**src/rtl/audio_sample_arbiter.sv**
```systemverilog
// audio_sample_arbiter: round-robin speaker ownership with a sample-rate tick; define AUDIO_SAMPLE_ARBITER_MIX_EN to build a saturating mixer instead
module audio_sample_arbiter #(
  parameter int clk_mhz        = 50,
  parameter int sample_rate_hz = 48000,
  parameter int n_src          = 4,
  parameter int w_sample       = 16,
  parameter int release_ticks  = 8
) (
  input  logic                        clk,
  input  logic                        rst_n,
  input  logic [n_src-1:0]            src_valid,
  input  logic [n_src*w_sample-1:0]   src_sample,
  output logic [n_src-1:0]            src_ready,
  output logic [w_sample-1:0]         sound,
  output logic                        sound_valid,
  output logic                        sample_tick,
  output logic                        owned,
  output logic [$clog2(n_src)-1:0]    owner_id
);
  localparam int DIV = clk_mhz * 1000000 / sample_rate_hz;
  localparam int TW  = $clog2(DIV);
  localparam int IW  = $clog2(n_src);
  logic [TW-1:0] tick_cnt;
  assign sample_tick = tick_cnt == TW'(DIV - 1);
  // sample-rate divider, wraps after DIV cycles
  always_ff @(posedge clk)
    tick_cnt <= !rst_n || sample_tick ? '0 : tick_cnt + 1'b1;
`ifdef AUDIO_SAMPLE_ARBITER_MIX_EN
  localparam int SW = w_sample + IW;
  logic [SW-1:0]       sum;
  logic [w_sample-1:0] mix;
  logic [IW-1:0]       low;
  assign src_ready = rst_n && sample_tick ? src_valid : '0;
  // sign-extend and sum every valid sample, then clamp to the output range
  always_comb begin
    sum = '0;
    low = '0;
    for (int i = n_src - 1; i >= 0; i--)
      if (src_valid[i]) begin
        sum = sum + {{IW{src_sample[i*w_sample+w_sample-1]}}, src_sample[i*w_sample +: w_sample]};
        low = IW'(i);
      end
    mix = (&sum[SW-1:w_sample-1] || ~|sum[SW-1:w_sample-1]) ? sum[w_sample-1:0]
        : {sum[SW-1], {(w_sample-1){~sum[SW-1]}}};
  end
  // register the mix and the accepted-source summary on each tick
  always_ff @(posedge clk) begin
    if (!rst_n) begin
      sound       <= '0;
      sound_valid <= 1'b0;
      owned       <= 1'b0;
      owner_id    <= '0;
    end else begin
      sound_valid <= sample_tick;
      if (sample_tick) begin
        sound    <= mix;
        owned    <= |src_valid;
        owner_id <= low;
      end
    end
  end
`else
  typedef enum logic {IDLE, OWNED} state_t;
  localparam int UW = $clog2(release_ticks + 1);
  state_t        state, state_n;
  logic [UW-1:0] underrun_cnt;
  logic [IW-1:0] last_owner, pick, sel;
  logic          found;
  assign sel   = state == IDLE ? pick : owner_id;
  assign owned = state == OWNED;
  // round-robin search starting just after the last owner; lowest offset wins
  always_comb begin
    found = 1'b0;
    pick  = '0;
    for (int k = n_src; k >= 1; k--)
      if (src_valid[IW'((int'(last_owner) + k) % n_src)]) begin
        found = 1'b1;
        pick  = IW'((int'(last_owner) + k) % n_src);
      end
  end
  // ready decode and ownership transitions, only on tick cycles outside reset
  always_comb begin
    state_n   = state;
    src_ready = '0;
    if (rst_n && sample_tick) begin
      if (state == IDLE ? found : src_valid[owner_id]) src_ready[sel] = 1'b1;
      if (state == IDLE && found) state_n = OWNED;
      if (state == OWNED && !src_valid[owner_id] && underrun_cnt == UW'(release_ticks - 1)) state_n = IDLE;
    end
  end
  // state register
  always_ff @(posedge clk)
    state <= !rst_n ? IDLE : state_n;
  // output sample and ownership bookkeeping
  always_ff @(posedge clk) begin
    if (!rst_n) begin
      sound        <= '0;
      sound_valid  <= 1'b0;
      owner_id     <= '0;
      last_owner   <= IW'(n_src - 1);
      underrun_cnt <= '0;
    end else begin
      sound_valid <= sample_tick;
      if (sample_tick) begin
        sound <= |src_ready ? src_sample[sel*w_sample +: w_sample] : '0;
        if (state == IDLE && found) begin
          owner_id     <= pick;
          last_owner   <= pick;
          underrun_cnt <= '0;
        end else if (state == OWNED)
          underrun_cnt <= src_valid[owner_id] ? '0
                        : underrun_cnt == UW'(release_ticks) ? underrun_cnt : underrun_cnt + 1'b1;
      end
    end
  end
`endif
endmodule

```
**config.mk**
```make
export PLATFORM = sky130hd
export DESIGN_NAME = audio_sample_arbiter
export DESIGN_NICKNAME = d
export VERILOG_FILES = /design/src/rtl/audio_sample_arbiter.sv
export SDC_FILE = /design/constraint.sdc
export NUM_CORES = 1
export LEC_CHECK = 0
export BUFFER_PORTS_ARGS = -buffer_cell sky130_fd_sc_hd__buf_2
export CAP_MARGIN = 20
export CORE_AREA = 5 5 99 101
export DETAILED_ROUTE_END_ITERATION = 8
export DIE_AREA = 0 0 104 106
export PLACE_DENSITY = 0.7
export SLEW_MARGIN = 10
export SYNTH_ARGS = -nofsm -noshare
export SYNTH_HDL_FRONTEND = slang
export SYNTH_SLANG_ARGS = --single-unit
```
**constraint.sdc**
```tcl
create_clock -name clk -period 1.7 [get_ports clk]
set_clock_uncertainty 0.1 [all_clocks]
set_input_delay 0.17 -clock clk [delete_from_list [all_inputs] [get_ports clk]]
set_output_delay 0.17 -clock clk [all_outputs]
set_load 0.01 [all_outputs]
```
==> results.cfg, run 1 <==
[clock_network]
cts_tree = built
clk_latency_ps = 290
htreeDepth = 2
clkSlewWorstSetupHoldPaths_ps = 80
cts_buffers = 5
cts_sinks = 37
postCtsHoldBufs = 0
clock_tree.root_cell = clkbuf_8
ctsLongestPathBuffers = 2

[worst_setup_path]
crit_start = owner_id[0]$_SDFFE_PN0P_
r2r_end = sound[13]$_SDFFE_PN0N_
critPathRequiredTime_ps = 1430
critPathArrivalTime_ps = 1820
critical_path_peak_fanout = 5
crit_path_end_kind = output port
critPathLaunchType = flop
worst_path_max_delay_cell = mux4_2
cp.depth = 7
ff2ff_setup_slack_ps = -330
worst_r2r_path_depth = 8
cp_top_family = multiplexers
slowest_delay_ps = 510
r2r_start = owner_id[0]$_SDFFE_PN0P_
path_buf_inv = 2
crit_type = reg2out
crit_path_end = src_ready[0]
crit_chain = mux4_2, nand2b_4, and2_4, nand2_8, buf_12, nor2_1, buf_2

[routing]
drt_iter0_markers = 185
wirelength_mm = 9.73
drcViolationCount = 0
viasPerCell = 5.56
drtAntennaViolNets = 0
dr.pass1.iters = 4
wire_per_inst_um = 16.4
vias = 3291

[die]
die_w_um = 104
start_util_pct = 33.8
die_y_um = 106
die_area_sq_um = 11000
rows = 35
ios = 95
core-area_sq_um = 8930

[logic_synthesis]
seq_area_frac_synth_pct = 24.5
ys_ff_latch = 37
synth_area_sq_um = 3020
avgSynthCellArea_sq_um = 8.41
ys_types = 48
synth_top_area_share_pct = 24.5
synth_fp_nets = 433
synth_flop_cell = dfxtp_1
synth_edf_count = 0
synth_area_leaders = dfxtp_1, mux2i_1, nor4b_2, and4b_1, a2bb2oi_1
synth_top_cell_by_area = dfxtp_1
async_reset_ff_share_pct = 0
synthCells = 359
yosys_warnings = 0

[final_layout]
area_delta_synth_final_pct = 43.2
multi_input_area_sq_um = 2210
seqCellArea_sq_um = 754
final_nets = 554
layout-drive-gt1-share_pct = 44.3
fillers = 880
finalCoreUtilization_pct = 48.4
final_cells = 592
diodes = 0

[placed_design]
dp_hpwl_mm = 6.84
port_buffers = 94
gp_congestion = 0.797
dp.cells = 575

[flow_run]
drv_cap = 0

[sta]
hold_viol_final = 0
worstMarginPinSlew_ps = 526
fin_crit_ps = 2090
min_period_over_period_pct = 123
drv_slew = 0
rsz0062_at_grt = true
setup-violations-final = 28
holdWs_ps = 19.3
setup_slack_ps = -393
fmax_ghz = 0.478
relSlewSlack_pct = 64.9

[pwr]
power-per-cell-area_nw_per_um2 = 455
peakVddDrop_uv = 261
power.leakage_nw = 1.79

[global_routing]
track_usage_pct = 16.8
grt_pass1_vias = 3274
grt-ovfl-total = 0
antenna_found_initial = 0
grt_first_pass_wirelength_mm = 15.6
grt_max_degree = 41

[run_status]
violations = setup timing
outcome = complete, but fails checks

[min_path]
hp-class = in2reg
worstHoldPathCells = 2
## where the power goes
part	switching, W	internal (W)
clock	0.000323	0.000330
sequential	0.00000541	0.000870
combinational	0.000222	0.000217
total	0.000551	0.00142
## repair_timing
action | 4_1_cts | 5_1_grt
gates cloned | 1 | 0
resized for setup | 13 | 25
buffers inserted | 5 | 4
setup endpoints to repair | 28 | 30
pin swaps | 4 | 3
## state kept, by name, summed over array words and instances, names as in the netlist
name and cells:
owner_id 2, underrun_cnt 4, sound_valid 1, owned 1
tick_cnt 11, last_owner 2, sound 16
## layer usage
layer  part of all wire (%)  GRT usage (%)  vias to the layer above
met4                    2.4           5.55                        0
met1                     43           20.4                     1578
met2                     49           29.3                       95
li1                       -              -                     1599
met3                    5.4           3.58                       19
met5                      0              0                        -
## synthesized netlist by cell type, types with 13 or more instances
cell type	number
nor4b_2	16
dfxtp_1	37
inv_1	23
o22ai_1	16
and4b_1	16
nor4_1	17
nor3_1	16
a31oi_1	16
a2bb2oi_1	16
buf_2	13
mux2i_1	36
o21ai_1	16
nor2_1	27
## cell usage in the layout, fill, tap and decap left out, types with 10 or more instances in the layout
cell and count:
a31oi_1 16, o21ai_1 16, and4b_1 16, nor3_1 15, nor2_1 23, buf_2 93
nor4_1 16, buf_12 11, o22ai_1 16, nor4b_2 16, inv_1 21, dfxtp_1 30
nand2_1 10, mux2i_1 35, buf_4 35
## per-stage QoR
step                cell area, sq um  power [W]  setup slack, ps  setup TNS [ps]
floorplan                       3060    0.00111             -110           -1920
global placement                3960    0.00129             -152           -3350
detailed placement              3960    0.00130             -212           -4250
CTS                             4180    0.00196             -403           -6830
global route                    4320    0.00207             -448           -8820
finish                          4320    0.00197             -393           -6650
## worst min path at each step
stage	slack [ps]	end	start
after CTS	10	last_owner[0]$_SDFFE_PN1P_	rst_n
after global routing	30	last_owner[1]$_SDFFE_PN1P_	rst_n
after global placement	310	last_owner[0]$_SDFFE_PN1P_	rst_n
after detailed placement	320	last_owner[0]$_SDFFE_PN1P_	rst_n
final	20	last_owner[0]$_SDFFE_PN1P_	rst_n
after floorplan	130	last_owner[1]$_SDFFE_PN1P_	rst_n
## cell type report
| cell class | count | share of cell area, % |
|---|---|---|
| repair buffers | 144 | 23.8 |
| well taps | 111 | 3.21 |
| inverters | 24 | 2.14 |
| multi-input cells | 268 | 51.2 |
| clock buffers | 7 | 2.00 |
| flip-flops and latches | 37 | 17.4 |
| clock inverters | 1 | 0.174 |
## cell families after synthesis
logic type | count (synthesis) | share of synthesized area (%)
xor+xnor | 9 | 2.61
fa+ha+maj | 4 | 1.66
compound gates | 84 | 18.8
mux | 37 | 12.7
flops | 37 | 24.5
buf+inv | 54 | 7.99
simple gates | 134 | 31.7
(Power assumes the default switching activity.)
==> run 2: changes to the inputs <==
- ABC_AREA: unset -> 1
- CORE_AREA: 5 5 99 101 -> 5 5 94 96
- DIE_AREA: 0 0 104 106 -> 0 0 99 101
- PLACE_DENSITY: 0.7 -> 0.71
==> run 2 against run 1 <==
- the flow still finishes with violations (setup timing)
- worst hold slack improved by 29 ps
- via count up 2.0%
- clock power down 2%
- non-clock buffer count rose by 19
- count of clock-buffer cells in the layout stayed put
- sequential share of layout area decreased by 0.29 points
- first-iteration DRC count shrank 22%
- register-to-register slack worse by 120 ps
- synthesized area shrank 11%
- sequential cell count unchanged
==> results.cfg, run 2 <==
[final_layout]
finalCoreUtilization_pct = 54.8
regMostFlops = sound
final_area_sq_um = 4370
reg.largest.list = sound x16, tick_cnt x11, underrun_cnt x4
multi_input_area_sq_um = 2080
final_common_cell = nand2_1
largest_register_ffs = 16
layout-drive-gt1-share_pct = 50.8
final_nets = 653
diodes = 0
seqCellArea_sq_um = 749
final_cell_mix = nand2_1, buf_2, buf_4, nand3_1
area_delta_synth_final_pct = 63.3
fillers = 747

[worst_setup_path]
crit_chain = buf_6, o21ai_4, nand2_2, nand2_2, nand2_4, nand3_4, nand3_4, nand2_4, inv_4, nor3_4, buf_2
critPathLaunchType = flop
slowest_delay_ps = 380
critical_path_peak_fanout = 6
critPathRequiredTime_ps = 1430
critPathArrivalTime_ps = 1930
ff2ff_setup_slack_ps = -450
r2r_start = last_owner[0]$_SDFFE_PN1P_
crit_path_end_kind = output port
crit_type = reg2out
worst_r2r_path_depth = 16
r2r_end = sound[15]$_SDFFE_PN0N_
worst_path_max_delay_cell = dfxtp_4

[global_routing]
grt-ovfl-total = 0
grt_first_pass_wirelength_mm = 16.0
grt_pass1_vias = 3345
track_usage_pct = 19.8
antenna_found_initial = 0
grt_max_degree = 34

[sta]
min_period_over_period_pct = 129
rsz0062_at_grt = true
holdWs_ps = 47.8
relSlewSlack_pct = 75.9
hold_viol_final = 0
setup_slack_ps = -495
drv_slew = 0
worstMarginPinSlew_ps = 361
fmax_ghz = 0.456
fin_setup_tns_ps = -10570
fin_crit_ps = 2200
setup-violations-final = 29

[routing]
wirelength_mm = 10.1
drt_iter0_markers = 144
dr.pass1.iters = 4
vias = 3356
drcViolationCount = 0
wire_per_inst_um = 14.8
viasPerCell = 4.91
drtAntennaViolNets = 0

[logic_synthesis]
seq_area_frac_synth_pct = 27.7
synth_top_area_share_pct = 27.7
synth_fp_nets = 500
yosys_warnings = 0
ys_types = 36
synth_edf_count = 0
synth_flop_cell = dfxtp_1
synth_top_cell_by_area = dfxtp_1
yosysMostFrequentCell = nand2_1
async_reset_ff_share_pct = 0
synth_common_cells = nand2_1, nand3_1, dfxtp_1
synthCells = 426
synth_area_leaders = dfxtp_1, nand2_1, nand3_1, nand3_2, inv_1
synth_area_sq_um = 2680
ys_ff_latch = 37
avgSynthCellArea_sq_um = 6.28

[run_status]
violations = setup timing
outcome = complete, but fails checks

[clock_network]
clk_latency_ps = 290
cts_sinks = 37
ctsLongestPathBuffers = 2
htreeDepth = 2
cts_buffers = 5
clock_tree.root_cell = clkbuf_8
cts_tree = built
postCtsHoldBufs = 0
clkSlewWorstSetupHoldPaths_ps = 70

[placed_design]
post_dp_cell_area_sq_um = 3610
dp_hpwl_mm = 6.67
port_buffers = 94
gp_congestion = 0.946

[die]
start_util_pct = 33.6
die_y_um = 101
die_area_sq_um = 10000
die_w_um = 99
ios = 95
core-area_sq_um = 7970
rows = 33

[min_path]
hold_end = last_owner[1]$_SDFFE_PN1P_
worstHoldPathCells = 2
hold_start = rst_n
hp-class = in2reg

[pwr]
peakVddDrop_uv = 303
power-per-cell-area_nw_per_um2 = 480
power.leakage_nw = 2.24
finalPower_w = 0.00210

[flow_run]
drv_cap = 0
-- run 2: how the worst max path moves through the flow --
stage	startpoint	end	slack (ps)	depth (start not counted)
finish	last_owner[0]$_SDFFE_PN1P_	src_ready[3]	-500	11
global route	last_owner[0]$_SDFFE_PN1P_	src_ready[3]	-580	11
CTS	tick_cnt[1]$_SDFF_PP0_	src_ready[1]	-440	10
detailed placement	last_owner[0]$_SDFFE_PN1P_	sound[0]$_SDFFE_PN0N_	-410	16
global placement	last_owner[0]$_SDFFE_PN1P_	src_ready[1]	-320	13
floorplan	last_owner[0]$_SDFFE_PN1P_	src_ready[1]	-50	14
-- run 2: timing repair --
item	in CTS	in global routing
buffers inserted	18	4
pin swaps	30	26
setup endpoints to repair	25	35
resized for setup	67	52
gates cloned	4	0
-- run 2: kinds of logic (layout without fill, tap and decap cells) --
group           Yosys count  after routing  share of synthesized area, %
xor+xnor                  3              3                         0.982
compound gates           22             22                          4.86
buf+inv                  55            207                          9.87
flops                    37             37                          27.7
fa+ha+maj                 4              4                          1.87
simple gates            305            306                          54.7
-- run 2: worst max-delay path, delay by kind of cell (launching register included) --
family	cells	cell delay (ps)
AND/OR/NAND/NOR	7	700
flip-flops	1	380
buffers and inverters	3	340
AO/OA/AOI/OAI	1	200
-- run 2: power by group --
part / leakage [nW] / internal, W / switching (W)
Combinational: 1.90 / 0.000277 / 0.000304
Clock: 0.0443 / 0.000322 / 0.000318
Sequential: 0.299 / 0.000871 / 0.00000452
-- run 2: final cells by class --
| class | instances | share of cell area (%) |
|---|---|---|
| Sequential cell | 37 | 17.2 |
| Timing Repair Buffer | 163 | 26.5 |
| Clock buffer | 7 | 1.98 |
| Multi-Input combinational cell | 335 | 47.6 |
| Inverter | 37 | 3.72 |
| Tap cell | 105 | 3.01 |
-- run 2: through the flow --
| stage | instances | setup slack [ps] |
|---|---|---|
| after global routing | 684 | -585 |
| after global placement | 655 | -325 |
| final | 684 | -495 |
| after detailed placement | 655 | -412 |
| after CTS | 682 | -437 |
| after floorplan | 426 | -49.5 |
-- run 2: layer usage --
| metal | vias up | GRT usage (%) | part of all wire, % |
|---|---|---|---|
| met4 | 0 | 6.09 | 2.3 |
| met1 | 1529 | 24.1 | 41 |
| li1 | 1682 | - | - |
| met3 | 22 | 4.71 | 7.6 |
| met2 | 123 | 34.5 | 49 |
| met5 | - | 0 | 0 |
==> run 3: changes to the inputs <==
- GPL_TIMING_DRIVEN: unset -> 0
==> run 3 against run 2 <==
- core utilization is 3.0 points lower
- sequential power hardly changed
- die area stayed put
- the run still ends with setup timing left
- highest routed layer unchanged
==> results.cfg, run 3 (synthesis gave the netlist of run 2 again) <==
[flow_run]
drv_cap = 0

[routing]
drt_iter0_markers = 125
viasPerCell = 4.91
drcViolationCount = 0
wire_per_inst_um = 14.1
drtAntennaViolNets = 0
vias = 3272
wirelength_mm = 9.39
dr.pass1.iters = 4

[clock_network]
clock_tree.root_cell = clkbuf_8
ctsLongestPathBuffers = 2
cts_tree = built
cts_buffers = 5
clkSlewWorstSetupHoldPaths_ps = 70
htreeDepth = 2
cts_sinks = 37
clk_latency_ps = 290

[final_layout]
area_delta_synth_final_pct = 54.3
final_common_cell = nand2_1
final_cell_mix = nand2_1, buf_2, nand3_1, dfxtp_1
reg.largest.list = sound x16, tick_cnt x11, underrun_cnt x4
final_area_sq_um = 4130
final_nets = 635
largest_register_ffs = 16
regMostFlops = sound
layout-drive-gt1-share_pct = 45.0
diodes = 0

[pwr]
peakVddDrop_uv = 324
power-per-cell-area_nw_per_um2 = 485
power.leakage_nw = 2.13
finalPower_w = 0.00200

[worst_setup_path]
critPathRequiredTime_ps = 1430
slowest_delay_ps = 390
critical_path_peak_fanout = 6
crit_type = reg2out
worst_path_max_delay_cell = dfxtp_4
path_buf_inv = 5
path_common_cell = nand2_4
cp_top_family = simple AND/OR/NAND/NOR gates
crit_chain = buf_8, clkinv_8, nand2_2, nand2_4, nand2_4, nand2_2, nand2_4, nand2_4, nand2_4, nand3_4, buf_8, nand2_8, inv_6, nor3_4, buf_2
crit_path_end_kind = output port
cp.depth = 15
critPathArrivalTime_ps = 1980
critPathLaunchType = flop
worst_r2r_path_depth = 18

[sta]
worstMarginPinSlew_ps = 618
relSlewSlack_pct = 58.8
fin_setup_tns_ps = -11060
fin_crit_ps = 2250
min_period_over_period_pct = 133
drv_slew = 0
setup-violations-final = 25
holdWs_ps = 54.0
rsz0062_at_grt = true
hold_viol_final = 0
fmax_ghz = 0.444
setup_slack_ps = -554

[placed_design]
pre_cts_ws_ps = -299
port_buffers = 94
dp_hpwl_mm = 6.73
post_dp_cell_area_sq_um = 3340
gp_congestion = 0.877

[global_routing]
grt_pass1_vias = 3177
antenna_found_initial = 0
track_usage_pct = 17.9
grt_max_degree = 12
grt-ovfl-total = 0
grt_first_pass_wirelength_mm = 14.5

[die]
die_area_sq_um = 10000
rows = 33
die_w_um = 99
core-area_sq_um = 7970
die_y_um = 101
start_util_pct = 33.6
ios = 95

[run_status]
outcome = complete, but fails checks
violations = setup timing

[min_path]
worstHoldPathCells = 2
hp-class = in2reg
## run 3: cell type report
class,count,area (sq um)
repair buffers,128,800
clock buffers,6,72.6
fillers,791,3840
clock inverters,2,10.0
plain buffers,18,200
multi-input cells,334,1990
flip-flops and latches,37,759
well taps,105,131
inverters,37,166
## run 3: path summary, 6_finish.rpt
| path | start | endpoint | slack (ps) |
|---|---|---|---|
| setup / recovery | last_owner[0]$_SDFFE_PN1P_ | src_ready[3] | -550 |
| hold / removal | rst_n | last_owner[0]$_SDFFE_PN1P_ | 50 |
| setup reg to reg | last_owner[0]$_SDFFE_PN1P_ | sound[14]$_SDFFE_PN0N_ | -540 |
| hold reg to reg | sound[5]$_SDFFE_PN0N_ | sound[5]$_SDFFE_PN0N_ | 350 |
## run 3: layer usage
layer	GRT usage (%)	share of wire, %
met5	0	0
met4	4.62	1.3
met2	31.3	50
met3	4.01	8.1
met1	22.3	41
## run 3: power by group
group,internal (W),switching [W],total (W)
combinational,0.000253,0.000278,0.000531
sequential,0.000868,0.00000594,0.000874
clock,0.000284,0.000312,0.000596
total,0.00141,0.000595,0.00200
## run 3: per-stage QoR
stage	utilization [%]	cells
after floorplan	-	426
after global routing	51.8	667
final	51.8	667
after detailed placement	41.9	625
after CTS	48.0	658
after global placement	41.9	625
## run 3: what timing repair did
item	4_1_cts	5_1_grt
setup endpoints to repair	31	39
gates cloned	4	0
resized for setup	61	62
buffers inserted	21	12
hold buffers	0	0
pin swaps	33	25
